## src/rtl/spi_ram_pkg.sv

```systemverilog
// Shared constants and types for the SPI/host RAM arbiter slice.
package spi_ram_pkg;

  localparam logic [1:0] CMD_WR_ADDR = 2'b00;
  localparam logic [1:0] CMD_WR_DATA = 2'b01;
  localparam logic [1:0] CMD_RD_ADDR = 2'b10;
  localparam logic [1:0] CMD_RD_DATA = 2'b11;

  typedef enum logic [1:0] {
    ARB    = 2'd0,
    ACCESS = 2'd1,
    RDATA  = 2'd2
  } state_e;

  localparam int unsigned REQ_SPI  = 0;
  localparam int unsigned REQ_HOST = 1;

endpackage

```

## src/rtl/rr_arbiter2.sv

```systemverilog
// Two-requester round-robin; priority only moves when both requesters contend.
module rr_arbiter2
  import spi_ram_pkg::*;
(
  input  logic       clk_i,
  input  logic       rst_i,
  input  logic [1:0] req_i,
  input  logic       advance_i,
  output logic [1:0] gnt_o,
  output logic       prio_o
);

  logic prio_q;

  always_comb begin
    gnt_o = req_i;
    if (&req_i) begin
      gnt_o         = '0;
      gnt_o[prio_q] = 1'b1;
    end
  end

  always_ff @(posedge clk_i) begin
    if (rst_i) begin
      prio_q <= 1'(REQ_SPI);
    end else if (advance_i && (&req_i)) begin
      prio_q <= ~prio_q;
    end
  end

  assign prio_o = prio_q;

endmodule

```

## src/rtl/spi_ram_arbiter.sv

```systemverilog
// Shares a single-port RAM between decoded SPI commands and an on-chip host,
// holding one pending SPI access and arbitrating round-robin.
module spi_ram_arbiter
  import spi_ram_pkg::*;
#(
  parameter int unsigned ADDR_SIZE = 8,
  parameter int unsigned DATA_SIZE = 8,
  parameter int unsigned MEM_DEPTH = 256
) (
  input  logic                 clk,
  input  logic                 rst,
  input  logic [DATA_SIZE+1:0] spi_rx_data,
  input  logic                 spi_rx_valid,
  output logic [DATA_SIZE-1:0] spi_tx_data,
  output logic                 spi_tx_valid,
  output logic                 spi_overrun,
  input  logic                 host_req,
  input  logic                 host_we,
  input  logic [ADDR_SIZE-1:0] host_addr,
  input  logic [DATA_SIZE-1:0] host_wdata,
  output logic                 host_gnt,
  output logic [DATA_SIZE-1:0] host_rdata,
  output logic                 host_rvalid,
  output logic                 mem_en,
  output logic                 mem_we,
  output logic [ADDR_SIZE-1:0] mem_addr,
  output logic [DATA_SIZE-1:0] mem_wdata,
  input  logic [DATA_SIZE-1:0] mem_rdata
);

  state_e               state_q, state_d;
  logic                 rxv_q;
  logic [ADDR_SIZE-1:0] wr_addr_q, rd_addr_q;
  logic                 pend_valid_q, pend_we_q;
  logic [ADDR_SIZE-1:0] pend_addr_q;
  logic [DATA_SIZE-1:0] pend_data_q;
  logic                 win_host_q;
  logic                 mem_we_q;
  logic [ADDR_SIZE-1:0] mem_addr_q;
  logic [DATA_SIZE-1:0] mem_wdata_q;
  logic [DATA_SIZE-1:0] tx_data_q, host_rdata_q;
  logic                 tx_valid_q, overrun_q, host_rvalid_q;

  logic                 accept;
  logic [1:0]           cmd;
  logic [1:0]           arb_req, arb_gnt;
  logic                 arb_adv, arb_prio;

  assign accept  = spi_rx_valid & ~rxv_q;
  assign cmd     = spi_rx_data[DATA_SIZE+1:DATA_SIZE];
  assign arb_req = {host_req, pend_valid_q};

  rr_arbiter2 u_rr (
    .clk_i    (clk),
    .rst_i    (rst),
    .req_i    (arb_req),
    .advance_i(arb_adv),
    .gnt_o    (arb_gnt),
    .prio_o   (arb_prio)
  );

  always_comb begin
    state_d  = state_q;
    mem_en   = 1'b0;
    host_gnt = 1'b0;
    arb_adv  = 1'b0;
    case (state_q)
      ARB: begin
        if (|arb_req) begin
          arb_adv = 1'b1;
          state_d = ACCESS;
        end
      end
      ACCESS: begin
        mem_en   = 1'b1;
        host_gnt = win_host_q;
        state_d  = mem_we_q ? ARB : RDATA;
      end
      RDATA:   state_d = ARB;
      default: state_d = ARB;
    endcase
  end

  always_ff @(posedge clk) begin
    if (rst) begin
      state_q       <= ARB;
      rxv_q         <= 1'b0;
      wr_addr_q     <= '0;
      rd_addr_q     <= '0;
      pend_valid_q  <= 1'b0;
      pend_we_q     <= 1'b0;
      pend_addr_q   <= '0;
      pend_data_q   <= '0;
      win_host_q    <= 1'b0;
      mem_we_q      <= 1'b0;
      mem_addr_q    <= '0;
      mem_wdata_q   <= '0;
      tx_data_q     <= '0;
      tx_valid_q    <= 1'b0;
      overrun_q     <= 1'b0;
      host_rdata_q  <= '0;
      host_rvalid_q <= 1'b0;
    end else begin
      state_q       <= state_d;
      rxv_q         <= spi_rx_valid;
      overrun_q     <= 1'b0;
      host_rvalid_q <= 1'b0;

      if (accept) begin
        case (cmd)
          CMD_WR_ADDR: wr_addr_q <= spi_rx_data[ADDR_SIZE-1:0];
          CMD_RD_ADDR: rd_addr_q <= spi_rx_data[ADDR_SIZE-1:0];
          default: begin
            // A queued entry (even one being granted this cycle) blocks any new RAM command.
            if (pend_valid_q) begin
              overrun_q <= 1'b1;
            end else begin
              pend_valid_q <= 1'b1;
              pend_we_q    <= (cmd == CMD_WR_DATA);
              pend_addr_q  <= (cmd == CMD_WR_DATA) ? wr_addr_q : rd_addr_q;
              pend_data_q  <= spi_rx_data[DATA_SIZE-1:0];
              if (cmd == CMD_RD_DATA) tx_valid_q <= 1'b0;
            end
          end
        endcase
      end

      if (arb_adv) begin
        win_host_q <= arb_gnt[REQ_HOST];
        if (arb_gnt[REQ_HOST]) begin
          mem_we_q    <= host_we;
          mem_addr_q  <= host_addr;
          mem_wdata_q <= host_wdata;
        end else begin
          mem_we_q    <= pend_we_q;
          mem_addr_q  <= pend_addr_q;
          mem_wdata_q <= pend_data_q;
        end
      end

      if (state_q == ACCESS && !win_host_q) pend_valid_q <= 1'b0;

      if (state_q == RDATA) begin
        if (win_host_q) begin
          host_rdata_q  <= mem_rdata;
          host_rvalid_q <= 1'b1;
        end else begin
          tx_data_q  <= mem_rdata;
          tx_valid_q <= 1'b1;
        end
      end
    end
  end

  assign mem_we       = mem_we_q;
  assign mem_addr     = mem_addr_q;
  assign mem_wdata    = mem_wdata_q;
  assign spi_tx_data  = tx_data_q;
  assign spi_tx_valid = tx_valid_q;
  assign spi_overrun  = overrun_q;
  assign host_rdata   = host_rdata_q;
  assign host_rvalid  = host_rvalid_q;

  a_contend_prio: assert property (@(posedge clk) disable iff (rst)
    (state_q == ARB && (&arb_req)) |-> arb_gnt[arb_prio]);
  a_addr_range: assert property (@(posedge clk) disable iff (rst)
    mem_en |-> (32'(mem_addr) < MEM_DEPTH));

endmodule

```

## config.mk

```make
export PLATFORM = sky130hd
export DESIGN_NAME = spi_ram_arbiter
export DESIGN_NICKNAME = d
export VERILOG_FILES = /design/src/rtl/spi_ram_pkg.sv /design/src/rtl/rr_arbiter2.sv /design/src/rtl/spi_ram_arbiter.sv
export SDC_FILE = /design/constraint.sdc
export NUM_CORES = 1
export LEC_CHECK = 0
export BUFFER_PORTS_ARGS = -buffer_cell sky130_fd_sc_hd__buf_2
export CORE_ASPECT_RATIO = 0.5
export CORE_MARGIN = 4
export CORE_UTILIZATION = 47
export DETAILED_ROUTE_END_ITERATION = 16
export PLACE_DENSITY = 0.81
export SETUP_SLACK_MARGIN = 0.1
export SLEW_MARGIN = 15
export SYNTH_ARGS = -nofsm -noshare
export SYNTH_HDL_FRONTEND = slang
export SYNTH_SLANG_ARGS = --single-unit
```

## constraint.sdc

```tcl
create_clock -name clk -period 1.2 [get_ports clk]
set_input_delay 0.06 -clock clk [delete_from_list [all_inputs] [get_ports clk]]
set_output_delay 0.06 -clock clk [all_outputs]
set_load 0.005 [all_outputs]
```

# Word-level counts from Yosys, hierarchy flattened
# Cells that the tools add are included.
# word_totals
ff_bits	75
in_bits	39
output_inout_bits	38
word_cells	74
# classes
magnitude_cmp	2
n_eq_ne	6
muxes	22
bitwise_logic	8
reduce_logical	18
# ops
operator	count
two-way mux 8 bit	3
two-way mux 1 bit	14
AND reduction 2 bit	6
OR reduction 2 bit	4
inverter 1 bit	7
== test 2 bit, second input constant	3
two-way mux 2 bit	3
== test 2 x 1 -> 1 bit, second input constant	2
logical NOT 2 bit	2
case mux 2 bit (2 select lines)	1
OR reduction 4 bit	1
logical AND 1 bit	3
AND reduction 3 bit	1
< comparator 1 x 2 -> 1 bit, second input constant	1
inequality test 2 bit, second input constant	1
bitwise AND 1 bit	1
demux 1 bit (select 1 bit)	1
greater-or-equal comparator 1 bit, second input constant	1
logical NOT 1 bit	1

# Depth between registers and ports, before layout
# logic_depth
word_depth	7
mapped_depth	5
depth_no_buf	3

# Modules after synthesis
# From an unflattened synthesis, not the netlist that was laid out.
# hier_totals
hier_cells	310
hier_area_um2	3030.4
# by_module_without_submodules
module	n_inst	cells_each	area_per_inst_um2	seq_area_each_um2
spi_ram_arbiter	1	302	2960.3	1481.4
rr_arbiter2	1	8	70.1	20.0

# Worst setup path before layout
# Ideal clock, no wire load.
# synth_path
kind	register -> register
from	reg pend_valid_q
to	reg mem_addr_q[0] (netlist: mem_addr[0])
arrival_ns	1.049
required_time_ns	1.065
slack_ns	0.017
path_stages_with_launch	6
n_path_buf	2
synth_period_minus_slack_ns	1.183
cell_sequence	dfxtp_1 or2_1 buf_4 buf_6 a21oi_1 a311oi_2
# synth_via
elab_chain_len	3
# synth_lines
item	line_no	source
from (decl)	spi_ram_arbiter.sv:34	logic pend_valid_q, pend_we_q;
from (signal assigned)	spi_ram_arbiter.sv:90	pend_valid_q <= 1'b0;
from (signal assigned)	spi_ram_arbiter.sv:118	pend_valid_q <= 1'b1;
from (signal assigned)	spi_ram_arbiter.sv:141	if (state_q == ACCESS && !win_host_q) pend_valid_q <= 1'b0;
AND reduction 2 bit / OR reduction 2 bit (equally long branches)	rr_arbiter2.sv:17, spi_ram_arbiter.sv:69	
two-way mux 2 bit / two-way mux 1 bit (equally long branches)	rr_arbiter2.sv:17, spi_ram_arbiter.sv:69	
two-way mux 8 bit / two-way mux 1 bit (equally long branches)	spi_ram_arbiter.sv:130, spi_ram_arbiter.sv:67	
to (signal assigned)	spi_ram_arbiter.sv:132	mem_addr_q <= host_addr;
to (signal assigned)	spi_ram_arbiter.sv:136	mem_addr_q <= pend_addr_q;
to (decl)	spi_ram_arbiter.sv:39	logic [ADDR_SIZE-1:0] mem_addr_q;
# Several ways; a longest one is shown, not always the timed one.
# A chain may end at the register's enable or synchronous reset.

# Worst setup path in the final report
# layout_path
from	reg pend_valid_q
to	reg pend_data_q[6]
# layout_via
elab_chain_len	2
# layout_lines
item	line_no	source
inverter 1 bit (no source line)	n/a	
AND reduction 3 bit (no source line)	n/a	
to (signal assigned)	spi_ram_arbiter.sv:121	pend_data_q <= spi_rx_data[DATA_SIZE-1:0];
to (decl)	spi_ram_arbiter.sv:36	logic [DATA_SIZE-1:0] pend_data_q;
# Every way passes these cells.

==> out/metrics.yaml <==
status: "finished with violations"
violations: "setup timing"
crit_path_end_kind: "flop"
drtPass1Iterations: 5
grt.overflow.total: 0
timing.reg2reg.worst_path_depth: 4
cp_data_required_time_ns: 1.45
finish.net_count: 473
finalMaxSlewViolations: 0
finalWeightedCongestion: 0.813
max-cap-violations: 0
critPathArrivalTime_ns: 1.58
layout.cell_area.non_filler_mm2: 0.00459
area_growth_syn_to_layout_pct: 49.9
synth.net_count: 368
floorplan.rows: 20
grt_start_max_net_pins: 20
timing.critical_path.fanout_max: 6
timing.final.crit_share: 1.11
worst_hold_path_type: "in -> reg"
detail_route.drc_violations: 0
dpl.hpwl_um: 5420
final.setup_skew_ns: 0.00579
worst_margin_pin_slew_ns: 0.459
ioPinCount: 77
timing_worst_setup_path_type: "reg -> reg"
setup.worst_path.start_class: "flop"
synthArstFlopShare: 0
totalWireLength_um: 10600
clk_root_buffer_cell: "clkbuf_16"
die_height_um: 65.1
setup_slack_after_layout_ns: -0.127
dr_total_vias: 3136
count_of_flip_flops_with_a_built_in_enable_after_synthesis: 0
ys_dominant_reg_cell: "dfxtp_1"
max_buffers_root_to_sink: 2
design.core.area_mm2: 0.00618
max_slew_margin: 0.694
synth_sequential_area_ratio: 0.491
power.ir.vdd_worst_v: 0.000968
gr-usage-all-layers: 0.246
antenna_left: 0
detail_route.wl_per_cell_um: 20.2
synth_cell_type_count: 35
post_dp_cell_area_mm2: 0.00371
drive_above_1_share: 0.502
grt_pass1_vias: 2976
min_delay_path_depth: 3
postSynthCellCount: 329
r2r_setup_slack_ns: -0.13
post_place_setup_slack_ns: -0.0549
antenna-diode-count: 0
number_of_antenna_violations_at_the_first_check_in_global_routing: 0
mappedNetlistArea_mm2: 0.00306
ys_seq_elements: 75
path_clk_slew_ns: 0.06
fp.dieW_um: 122
timing.final.hold_violations: 0
total_leakage_power_uw: 0.00189
power.density_cell_area_mw_per_mm2: 1400
htree_levels: 3
drt_iter0_drc: 344
dieArea_mm2: 0.00794
fmax_ghz: 0.754
timing.hold.ws_ns: 0.0132
yosys_warnings: 0
cts_tree: "yes"
route.detailed.vias_per_inst: 5.96
place.port_buffers: 76
grt_pass1_wl_um: 15100
clk_latency_ns: 0.33
cts_sinks: 75
numCtsBuffers: 9
synth.avg_cell_area_um2: 9.30
finalSetupViolCount: 42
unrepaired_setup_endpoints_after_global_routing: "true"
initial_core_utilization: 0.495
clock_period_minus_final_worst_setup_slack_ns: 1.33
==> critical path, stage by stage (launching register included) <==
cell	delay (ns)
dfxtp_4	0.38
and4bb_4	0.43
clkbuf_16	0.18
nand2_1	0.08
a21oi_1	0.18
==> cell type report <==
class	count	area [um^2]
Multi-Input combinational cell	225	1750
Inverter	2	7.51
Clock buffer	13	270
Tap cell	88	110
Clock inverter	2	10.0
Fill cell	366	1600
Sequential cell	75	1520
Timing Repair Buffer	121	925
==> Yosys cell counts (7+ instances only) <==
| cell | count | area share |
|---|---|---|
| a211oi_1 | 10 | 0.025 |
| buf_2 | 7 | 0.011 |
| buf_4 | 8 | 0.020 |
| a21oi_1 | 35 | 0.057 |
| mux2i_1 | 32 | 0.10 |
| o21ai_0 | 17 | 0.028 |
| nand3_1 | 18 | 0.029 |
| clkbuf_1 | 9 | 0.011 |
| dfxtp_1 | 75 | 0.49 |
| nor2_1 | 39 | 0.048 |
| nand2_1 | 32 | 0.039 |
| a311oi_1 | 15 | 0.043 |
==> cell usage in the layout (no fill, tap or decap), types with 2 or more instances in the layout <==
master	instances
a211oi_1	4
a211oi_2	6
a21oi_1	10
a21oi_2	23
a21oi_4	2
a311oi_1	3
a311oi_2	14
and4bb_2	2
buf_12	8
buf_2	75
buf_4	20
buf_6	5
clkbuf_16	11
clkbuf_8	3
clkinv_2	2
dfxtp_1	69
dfxtp_2	3
dfxtp_4	3
dlygate4sd3_1	9
mux2i_1	29
mux2i_2	3
nand2_1	19
nand2_2	12
nand2b_4	2
nand3_1	17
nor2_1	35
nor2_2	2
nor2_4	4
nor2b_1	2
nor3_1	3
o21ai_0	4
o21ai_1	7
o21ai_2	7
==> registers in the layout, indices dropped and copies added, names as in the netlist, 2 cells and up <==
name / cells
wr_addr_q: 8
pend_addr_q: 8
rd_addr_q: 8
state_q: 2
mem_addr: 8
pend_data_q: 8
spi_tx_data: 8
mem_wdata: 8
host_rdata: 8
==> path summary, 6_finish.rpt <==
check	from	to
max reg2reg	pend_valid_q	pend_data_q[6]
min reg2reg	wr_addr_q[6]	wr_addr_q[6]
max	pend_valid_q	pend_data_q[6]
min	spi_rx_data[2]	pend_data_q[2]
==> report_power, final <==
group	switching (uW)	internal [uW]
combinational	587	550
sequential	125	2630
clock	968	1550
total	1680	4730
==> stage by stage <==
stage	cells	setup TNS, ns	power, uW	utilization
floorplan	329	0	3260	-
global placement	492	-0.395	3550	0.600
detailed placement	492	-0.922	3570	0.600
CTS	521	-0.00147	6230	0.706
global route	526	-3.24	6630	0.742
finish	526	-1.84	6410	0.742
==> metal layers <==
layer / track usage / wire length (um) / vias up
met1: 0.288 / 3980 / 1490
met4: 0.102 / 482 / 0
li1: - / - / 1379
met3: 0.0750 / 1040 / 60
met2: 0.422 / 5110 / 207
met5: 0 / 0 / -
==> cell families after synthesis <==
group / synth area share
simple gates: 0.179
compound gates: 0.164
flops: 0.491
mux: 0.105
buf+inv: 0.0585
xor+xnor: 0.00286
==> what timing repair did <==
action / CTS / global route
endpoints found under the hold margin: 13 / 0
buffers inserted: 4 / 3
cloned: 1 / 2
hold buffers: 9 / 0
pin swaps: 24 / 13
setup endpoints to repair: 58 / 71
gates resized for setup: 65 / 36
No activity file was read; power rests on OpenSTA's default activity.
